$ cat src/rtl/instr_fetch.sv
// instr_fetch: two-stage instruction fetch from a small fixed ROM.
// Stage A latches the incoming PC; stage B reads and decodes the ROM word,
// flags out-of-range addresses, detects a backwards PC step (wrap) and
// counts the valid instructions handed to the datapath.
// Stall freezes both stages. Flush empties both stages but still lets
// stage A capture the PC.
module instr_fetch #(
   parameter int                 ADDR_W  = 8,
   parameter int                 DEPTH   = 16,
   parameter int                 INSTR_W = 16,
   parameter logic [INSTR_W-1:0] NOP     = '0
) (
   input  logic               clk,
   input  logic               rst,
   input  logic [ADDR_W-1:0]  pc,
   input  logic               stall,
   input  logic               flush,
   output logic [INSTR_W-1:0] instr,
   output logic [3:0]         opcode,
   output logic [3:0]         dst,
   output logic [7:0]         imm,
   output logic [ADDR_W-1:0]  pc_out,
   output logic               valid,
   output logic               addr_err,
   output logic               wrap,
   output logic [7:0]         fetch_count
);

   // One extra bit so that DEPTH == 2**ADDR_W still compares correctly.
   localparam logic [ADDR_W:0] DEPTH_L = (ADDR_W+1)'(DEPTH);

   // Stage A registers
   logic [ADDR_W-1:0]  r_pc_a;
   logic               r_valid_a;

   // Stage B / output registers
   logic [INSTR_W-1:0] r_instr;
   logic [ADDR_W-1:0]  r_pc_out;
   logic               r_valid;
   logic               r_addr_err;
   logic               r_wrap;
   logic [7:0]         r_fetch_count;

   // Wrap-detection history
   logic [ADDR_W-1:0]  r_last_pc;
   logic               r_have_last;

   logic               w_in_range;
   logic [INSTR_W-1:0] w_rom_word;
   logic               w_backwards;

   // Fixed program image; every address not listed reads as NOP.
   function automatic logic [INSTR_W-1:0] rom_word(input logic [ADDR_W-1:0] a);
      logic [INSTR_W-1:0] w;
      w = NOP;
      case (a)
         ADDR_W'(0): w = INSTR_W'(16'h1005);
         ADDR_W'(1): w = INSTR_W'(16'h2103);
         ADDR_W'(2): w = INSTR_W'(16'h3210);
         ADDR_W'(3): w = INSTR_W'(16'h40FF);
         ADDR_W'(4): w = INSTR_W'(16'hF000);
         default:    w = NOP;
      endcase
      return w;
   endfunction

   // Stage B read: range check, ROM lookup and backwards-step detection.
   always_comb begin
      w_in_range  = ({1'b0, r_pc_a} < DEPTH_L);
      w_rom_word  = w_in_range ? rom_word(r_pc_a) : NOP;
      w_backwards = r_valid_a & r_have_last & (r_pc_a < r_last_pc);
   end

   // Pipeline update: reset beats flush, flush beats stall, stall holds all.
   always_ff @(posedge clk) begin
      if (rst) begin
         r_pc_a        <= '0;
         r_valid_a     <= 1'b0;
         r_instr       <= NOP;
         r_pc_out      <= '0;
         r_valid       <= 1'b0;
         r_addr_err    <= 1'b0;
         r_wrap        <= 1'b0;
         r_fetch_count <= '0;
         r_last_pc     <= '0;
         r_have_last   <= 1'b0;
      end else if (flush) begin
         // Drop whatever is in flight; history and count are kept.
         r_pc_a     <= pc;
         r_valid_a  <= 1'b0;
         r_instr    <= NOP;
         r_valid    <= 1'b0;
         r_addr_err <= 1'b0;
         r_wrap     <= 1'b0;
      end else if (!stall) begin
         r_pc_a     <= pc;
         r_valid_a  <= 1'b1;
         r_instr    <= w_rom_word;
         r_pc_out   <= r_pc_a;
         r_valid    <= r_valid_a;
         r_addr_err <= r_valid_a & ~w_in_range;
         r_wrap     <= w_backwards;
         if (r_valid_a) begin
            r_last_pc     <= r_pc_a;
            r_have_last   <= 1'b1;
            r_fetch_count <= r_fetch_count + 8'd1;
         end
      end
   end

   // Outputs come straight from registers; decode fields are just slices.
   assign instr       = r_instr;
   assign opcode      = r_instr[15:12];
   assign dst         = r_instr[11:8];
   assign imm         = r_instr[7:0];
   assign pc_out      = r_pc_out;
   assign valid       = r_valid;
   assign addr_err    = r_addr_err;
   assign wrap        = r_wrap;
   assign fetch_count = r_fetch_count;

endmodule

$ cat config.mk
export PLATFORM = sky130hd
export DESIGN_NAME = instr_fetch
export DESIGN_NICKNAME = d
export VERILOG_FILES = /design/src/rtl/instr_fetch.sv
export SDC_FILE = /design/constraint.sdc
export NUM_CORES = 1
export LEC_CHECK = 0
export CORE_MARGIN = 3
export CORE_UTILIZATION = 44
export CTS_BUF_LIST = sky130_fd_sc_hd__clkbuf_8
export DETAILED_ROUTE_END_ITERATION = 6
export PLACE_DENSITY = 0.78
export SYNTH_ARGS = -nofsm -noshare
export SYNTH_HDL_FRONTEND = slang
export SYNTH_SLANG_ARGS = --single-unit
$ cat constraint.sdc
create_clock -name clk -period 1.5 [get_ports clk]
set_input_delay 0.3 -clock clk [delete_from_list [all_inputs] [get_ports clk]]
set_output_delay 0.3 -clock clk [all_outputs]
set_load 0.02 [all_outputs]
* Word-level counts from Yosys, hierarchy flattened
Cells that the tools add are included. W data, S select, Z words.
Operators by class: $add $sub $neg 1, order comparisons 2, eq/ne operators 5, muxes and demuxes 4, bitwise operators 6, reduce and logical (&&, ||, !) cells 4
Operators with widths (number):
- $pmux W16 S5 | 1
- $eq A8 B2 Y1 const B | 2
- $mux W16 | 1
- $mux W8 | 2
- $add A8 B1 Y8 const B | 1
- $eq A8 B1 Y1 const B | 1
- $eq A8 B3 Y1 const B | 1
- $logic_not A8 Y1 | 1
- $lt A8 B5 Y1 const B | 1
- $lt A8 B8 Y1 | 1
- $and A1 B1 Y1 | 3
- $not A1 Y1 | 3
- $reduce_and A3 Y1 | 1
- $ne A2 B1 Y1 const B | 1
- $reduce_and A2 Y1 | 1
- $reduce_or A2 Y1 | 1
Storage, ports and cells: flip-flop bits (word level) 53, bits of input ports 12, output and inout bits 51, logic and storage cells 32

* Logic depth before layout (Yosys ltp)
Gate-level depths: netlist (run 1).
depth after elaboration 3, mapped depth 6, gate-level depth less buffers 6

* Worst setup path before layout (run 1)
Ideal clock, no wire load.
path kind reg2reg, start point reg r_pc_a[4], end point reg r_instr[9] (netlist: instr[9]), library setup time 0.059 ns, arrival 1.491 ns, data required time 1.441 ns, setup slack -0.051 ns, cell stages (with the launch flop) 5, buffers on the path 0, clock period less this slack 1.551 ns, path through dfxtp_1 -> or4_4 -> nor3_4 -> nor3b_4 -> a32o_2
On the way: word-level cells in the longest chain between the ends 3, elaborated cells between the ends (all ways) 8, classes of those cells 1 x order compare; 4 x eq/ne; 2 x mux; 1 x reduce/logical
RTL lines:
- start: declaration | RTL line 33 | logic [ADDR_W-1:0] r_pc_a;
- start signal: assignment | RTL line 89 | r_pc_a <= pc;
- start signal: assignment | RTL line 96 | r_pc_a <= pc;
- parallel branches: the longest is 2 deep, another holds $lt A8 B5 Y1
- $mux W16 (*) | RTL line 70 | w_rom_word = w_in_range ? rom_word(r_pc_a) : NOP;
- end signal: assignment | RTL line 98 | r_instr <= w_rom_word;
- end: declaration | RTL line 37 | logic [INSTR_W-1:0] r_instr;
Every way passes the cells marked *. A chain may end at the register's enable or synchronous reset.

* Worst setup path in the final report (run 1)
start point reg r_pc_a[4], end point reg r_instr[4] (netlist: instr[4])
The elaborated chain is that of the path after synthesis.

==> results of run 1 <==
==> final timing paths <==
check	to	slack (ns)	cells after the start
max	instr[4]$_SDFFE_PP0N_	-0.05	4
min	r_valid_a$_SDFFE_PP0N_	0.47	2
max reg2reg	instr[4]$_SDFFE_PP0N_	-0.05	4
min reg2reg	r_valid_a$_SDFFE_PP0N_	0.47	2
==> worst max-delay path: cells and delay by family, from the launching register on <==
| kind | cells | cell delay (ns) |
|---|---|---|
| compound gates | 1 | 0.15 |
| simple gates | 3 | 1.00 |
| flops | 1 | 0.33 |
==> routing by layer <==
layer	global-route usage (%)	vias up	share of wire [%]	wire length, um
met2	28.2	48	50	2330
li1	-	921	-	-
met1	19.6	846	45	2100
met5	0	-	0	0
met3	3.31	5	4.2	194
met4	4.89	0	0.98	46
==> cell type report <==
class	instances	area [sq um]	share of cell area [%]
clock inverters	2	38.8	1.32
repair buffers	85	737	25.0
inverters	8	30.0	1.02
well taps	65	81.3	2.76
multi-input cells	156	1010	34.4
flip-flops and latches	48	962	32.7
clock buffers	6	82.6	2.80
==> stage by stage <==
| step | hold slack [ns] | setup TNS [ns] | total power [mW] | area (sq um) |
|---|---|---|---|---|
| after detailed placement | 0.461 | -5.58 | 1.68 | 2840 |
| final | 0.475 | -0.211 | 2.61 | 2950 |
| after global routing | 0.497 | -0.882 | 2.72 | 2950 |
| after floorplan | 0.441 | -0.128 | 1.55 | 2180 |
| after global placement | 0.453 | -5.28 | 1.67 | 2840 |
| after CTS | 0.474 | -0.267 | 2.62 | 2900 |
==> synthesized netlist by cell type, types with 2 or more instances <==
cell	number	area, sq um
inv_1	8	30.0
and3_1	2	12.5
nand4_1	4	25.0
xnor2_1	2	17.5
o21ai_0	10	50.1
mux2i_1	10	100
a22oi_1	4	30.0
buf_2	4	20.0
a211oi_1	2	15.0
o2111ai_1	2	17.5
clkbuf_1	10	37.5
a32o_2	3	33.8
nand2_1	16	60.1
ha_1	8	100
nor2b_1	2	12.5
xor2_1	7	61.3
buf_4	21	158
a21oi_1	21	105
nor2_1	42	158
dfxtp_1	48	961
==> repair_timing <==
action | in CTS | in global routing
pin swaps | 2 | 3
setup endpoints to repair | 55 | 10
resized for setup | 47 | 6
gates cloned | 0 | 0
==> flip-flops by register name, indices dropped and copies added (netlist names) <==
name         count
wrap             1
fetch_count      8
r_pc_a           8
instr           11
r_valid_a        1
addr_err         1
pc_out           8
r_last_pc        8
r_have_last      1
valid            1
==> cell usage in the layout, fill, tap and decap left out, drive strengths merged, types with 2 or more instances in the layout <==
master,n
nor3,2
inv,8
a21oi,21
nand2,16
a32o,4
o21ai,10
conb,4
xnor2,2
xor2,7
nor2b,2
mux2i,10
nor2,42
dlygate4sd2,47
clkbuf,6
and3,2
nor3b,3
nand4,4
clkdlybuf4s50,11
a22oi,4
ha,8
a211oi,2
dfxtp,48
buf,27
o2111ai,2
==> report_power, final <==
part	internal (mW)	switching, mW	total [mW]
Sequential	1.30	0.0147	1.32
Clock	0.545	0.418	0.963
Combinational	0.154	0.180	0.334
Total	2.00	0.612	2.61
==> logic make-up after synthesis <==
logic type | after synthesis | synth area share, %
buf+inv | 44 | 11.5
compound gates | 47 | 13.4
xor+xnor | 9 | 3.63
flops | 48 | 44.3
mux | 10 | 4.61
simple gates | 78 | 17.8
fa+ha+maj | 8 | 4.61
other cells | 1 | 0.173
==> results.json, run 1 <==
{
  "design.die.area_sq_um": 5810,
  "die_h_um": 76.2,
  "cts_buffers": 5,
  "final_cells": 370,
  "cpPeakStageDelay_ns": 0.56,
  "core_sq_um": 4560,
  "synth_seq_cells": 48,
  "clock-root-buffer": "clkbuf_8",
  "gp_congestion": 0.775,
  "grt.overflow.total": 0,
  "end_kind": "flop",
  "grt_setup_unrepaired": "yes",
  "synthesis.instances": 245,
  "postSynthAreaPerCell_sq_um": 8.86,
  "cap_violations": 0,
  "htreeDepth": 2,
  "drt_iter0_drc": 124,
  "synth_edf_count": 0,
  "post-dp-hpwl_um": 3490,
  "p_leak_nw": 1.40,
  "finalWorstSetupSlack_ns": -0.0463,
  "finalSetupViolations": 6,
  "finalMaxSlewViolations": 0,
  "crit_chain": "or4_4, nor3_4, nor3b_4, a32o_2",
  "fmaxAchievable_mhz": 647,
  "timing.critical_path.fanout_max": 4,
  "numPlacedInstances": 362,
  "cpMaxStageDelayCell": "or4_4",
  "post-route-period-util_pct": 103,
  "insertion_delay_ns": 0.30,
  "synth_area_sq_um": 2170,
  "status": "finished with violations",
  "finalHoldViolations": 0,
  "cts.sinks": 48,
  "layout_min_cycle_time_ns": 1.55,
  "grt_pass1_vias": 1768,
  "io-pin-count": 63,
  "layout-drive-gt1-share_pct": 16.4,
  "fin_skew_ns": 0.0106,
  "syn_to_final_growth_pct": 35.8,
  "startpoint": "r_pc_a[4]$_SDFFE_PP0P_",
  "nets": 324,
  "synth_flop_cell": "dfxtp_1",
  "ir_drop_mv": 0.496,
  "holdCritPathClass": "flop to flop",
  "num_antenna_cells": 0,
  "yosysWarnings": 0,
  "nFillCells": 413,
  "ys_types": 39,
  "grt_max_degree": 23,
  "track_usage_pct": 16.0,
  "num_rows": 24,
  "drtPass1Iterations": 4,
  "vias": 1820,
  "final_util_pct": 64.5,
  "async_reset_ff_share_pct": 0,
  "clk_pin_slew_ns": 0.09,
  "power_density_nw_per_um2": 887,
  "initial_core_util_pct": 47.5,
  "post_cts_buffers": 0,
  "worst_ep_required_time_ns": 1.74,
  "die_x_um": 76.2,
  "r2r_start": "r_pc_a[4]$_SDFFE_PP0P_",
  "synth-seq-area-share_pct": 44.3,
  "cts_buffer_depth": 2,
  "ant_nets": 0,
  "antenna_found_initial": 0,
  "grt_pass1_wl_um": 7840,
  "routed_wl_um": 4670,
  "drc_errors": 0,
  "numPortBuffers": 58,
  "avgViaCountPerCell": 4.92,
  "cp-start-kind": "flop",
  "tritoncts": "built",
  "place_ws_ns": -0.246,
  "worstHoldStart": "r_valid_a$_SDFFE_PP0N_",
  "cp_data_arrival_time_ns": 1.78,
  "timing_worst_setup_path_type": "flop to flop",
  "ctsHoldBuffers": 0,
  "violations": "negative setup slack",
  "wl_per_cell_um": 12.6
}
(Power assumes the default switching activity.)
==> run 2, diff against run 1 <==
==> constraint.sdc (replaced) <==
create_clock -name clk -period 1.5 [get_ports clk]
set_input_delay 0.3 -clock clk [delete_from_list [all_inputs] [get_ports clk]]
set_output_delay 0.3 -clock clk [all_outputs]
set_load 0.1 [all_outputs]
==> results.json, run 2 (same netlist as run 1, synthesis figures left out) <==
{
  "cts_buffer_depth": 2,
  "grt_pass1_wl_um": 9440,
  "vias": 1951,
  "tritoncts": "built",
  "fin_skew_ns": 0.0133,
  "htreeDepth": 2,
  "wl_per_cell_um": 16.0,
  "ir_drop_mv": 0.512,
  "clock-root-buffer": "clkbuf_8",
  "final_common_cell": "buf_12",
  "drtPass1Iterations": 4,
  "grt_setup_unrepaired": "yes",
  "initial_core_util_pct": 47.5,
  "die_h_um": 76.2,
  "p_leak_nw": 1.43,
  "ant_nets": 0,
  "violations": "negative setup slack",
  "fin_setup_tns_ns": -0.608,
  "grt_pass1_vias": 1980,
  "finalWorstSetupSlack_ns": -0.125,
  "grt_max_degree": 34,
  "design.die.area_sq_um": 5810,
  "end_kind": "flop",
  "power_density_nw_per_um2": 803,
  "gp_congestion": 0.835,
  "grtUsageMet2_pct": 36.4,
  "worst_hold_slack_ns": 0.487,
  "finalMaxSlewViolations": 0,
  "timing_worst_setup_path_type": "flop to flop",
  "antenna_found_initial": 0,
  "num_rows": 24,
  "io-pin-count": 63,
  "timing.critical_path.fanout_max": 5,
  "numPlacedInstances": 362,
  "status": "finished with violations",
  "cpPeakStageDelay_ns": 0.56,
  "largest_reg_flops": 11,
  "post-route-period-util_pct": 108,
  "nets": 324,
  "numPortBuffers": 58,
  "worst_ep_required_time_ns": 1.73,
  "layout-drive-gt1-share_pct": 39.7,
  "routed_wl_um": 5930,
  "drc_errors": 0,
  "cts_buffers": 5,
  "cap_violations": 0,
  "final_cells": 370,
  "syn_to_final_growth_pct": 62.1,
  "holdCritPathClass": "flop to flop",
  "core_sq_um": 4560,
  "groute.layer.met1.usage_pct": 22.5,
  "ctsHoldBuffers": 0,
  "num_antenna_cells": 0,
  "design_power_total_mw": 2.83,
  "layout_min_cycle_time_ns": 1.62,
  "busiest_layer": "met2",
  "crit_chain": "or4_4, nor3_4, buf_6, nand3b_1, a21oi_2",
  "cts.sinks": 48,
  "grt.overflow.total": 0,
  "mostFrequentLayoutCells": "buf_12, nor2_1, dfxtp_1",
  "path_buf_inv": 1,
  "finalHoldViolations": 0,
  "clk_pin_slew_ns": 0.10,
  "drt_iter0_drc": 136,
  "cp-start-kind": "flop",
  "critPathTopFamily": "simple AND/OR/NAND/NOR gates",
  "avgViaCountPerCell": 5.27,
  "finalSetupViolations": 9,
  "insertion_delay_ns": 0.31,
  "cpMaxStageDelayCell": "or4_4",
  "cp_data_arrival_time_ns": 1.86,
  "track_usage_pct": 19.9,
  "post-dp-hpwl_um": 4280,
  "grt_use_met3_pct": 5.20,
  "die_x_um": 76.2,
  "fmaxAchievable_mhz": 615
}
## run 2: cell count changes in the layout (fill, tap and decap cells not counted), moves of 21 or more
cell / before / now
buf_12: 1 / 48
dlygate4sd2_1: 47 / 0
dfxtp_1: 47 / 26
dfxtp_2: 1 / 22
## run 2: worst reg2reg max path, stage by stage, from the launching register on
cell and delay, ns:
dfxtp_2 0.33, or4_4 0.56, nor3_4 0.22, buf_6 0.16, nand3b_1 0.10, a21oi_2 0.17
## run 2: metrics by stage
step | setup WS [ns] | instance area, sq um | utilization, %
after global placement | -0.165 | 3330 | 73.1
after CTS | -0.0961 | 3460 | 75.9
after floorplan | -0.0512 | 2210 | -
after global routing | -0.162 | 3520 | 77.1
final | -0.125 | 3520 | 77.1
after detailed placement | -0.253 | 3330 | 73.1
## run 2: report_power, final
| part | total [mW] | internal, mW | switching (mW) |
|---|---|---|---|
| sequential | 1.33 | 1.30 | 0.0264 |
| combinational | 0.538 | 0.208 | 0.329 |
| clock | 0.958 | 0.502 | 0.456 |
| total | 2.83 | 2.01 | 0.812 |
## run 2: area by class of cell
type / count / area, sq um
tap: 65 / 81.3
fill: 267 / 1050
clock buffer: 5 / 68.8
sequential: 48 / 988
timing repair buffer: 85 / 1270
inverter: 8 / 30.0
multi-input combinational: 156 / 1030
clock inverter: 3 / 47.5
## run 2: layer usage
| layer | part of all wire, % | vias to the layer above |
|---|---|---|
| met4 | 2.0 | 0 |
| met3 | 6.0 | 18 |
| met2 | 54 | 78 |
| met5 | 0 | - |
| met1 | 38 | 936 |
| li1 | - | 919 |
## run 2: worst paths after layout
check                            from                     to  slack [ns]  cells after the start
max            r_pc_a[4]$_SDFFE_PP0P_  instr[8]$_SDFFE_PP0N_       -0.12                      5
min          r_have_last$_SDFFE_PP0P_      wrap$_SDFFE_PP0N_        0.49                      2
max reg2reg    r_pc_a[4]$_SDFFE_PP0P_  instr[8]$_SDFFE_PP0N_       -0.12                      5
min reg2reg  r_have_last$_SDFFE_PP0P_      wrap$_SDFFE_PP0N_        0.49                      2
## run 2: repair_timing
item,CTS,global route
endpoints found under the setup margin,9,14
pin swaps,6,6
gates resized for setup,3,11
buffers inserted,0,0
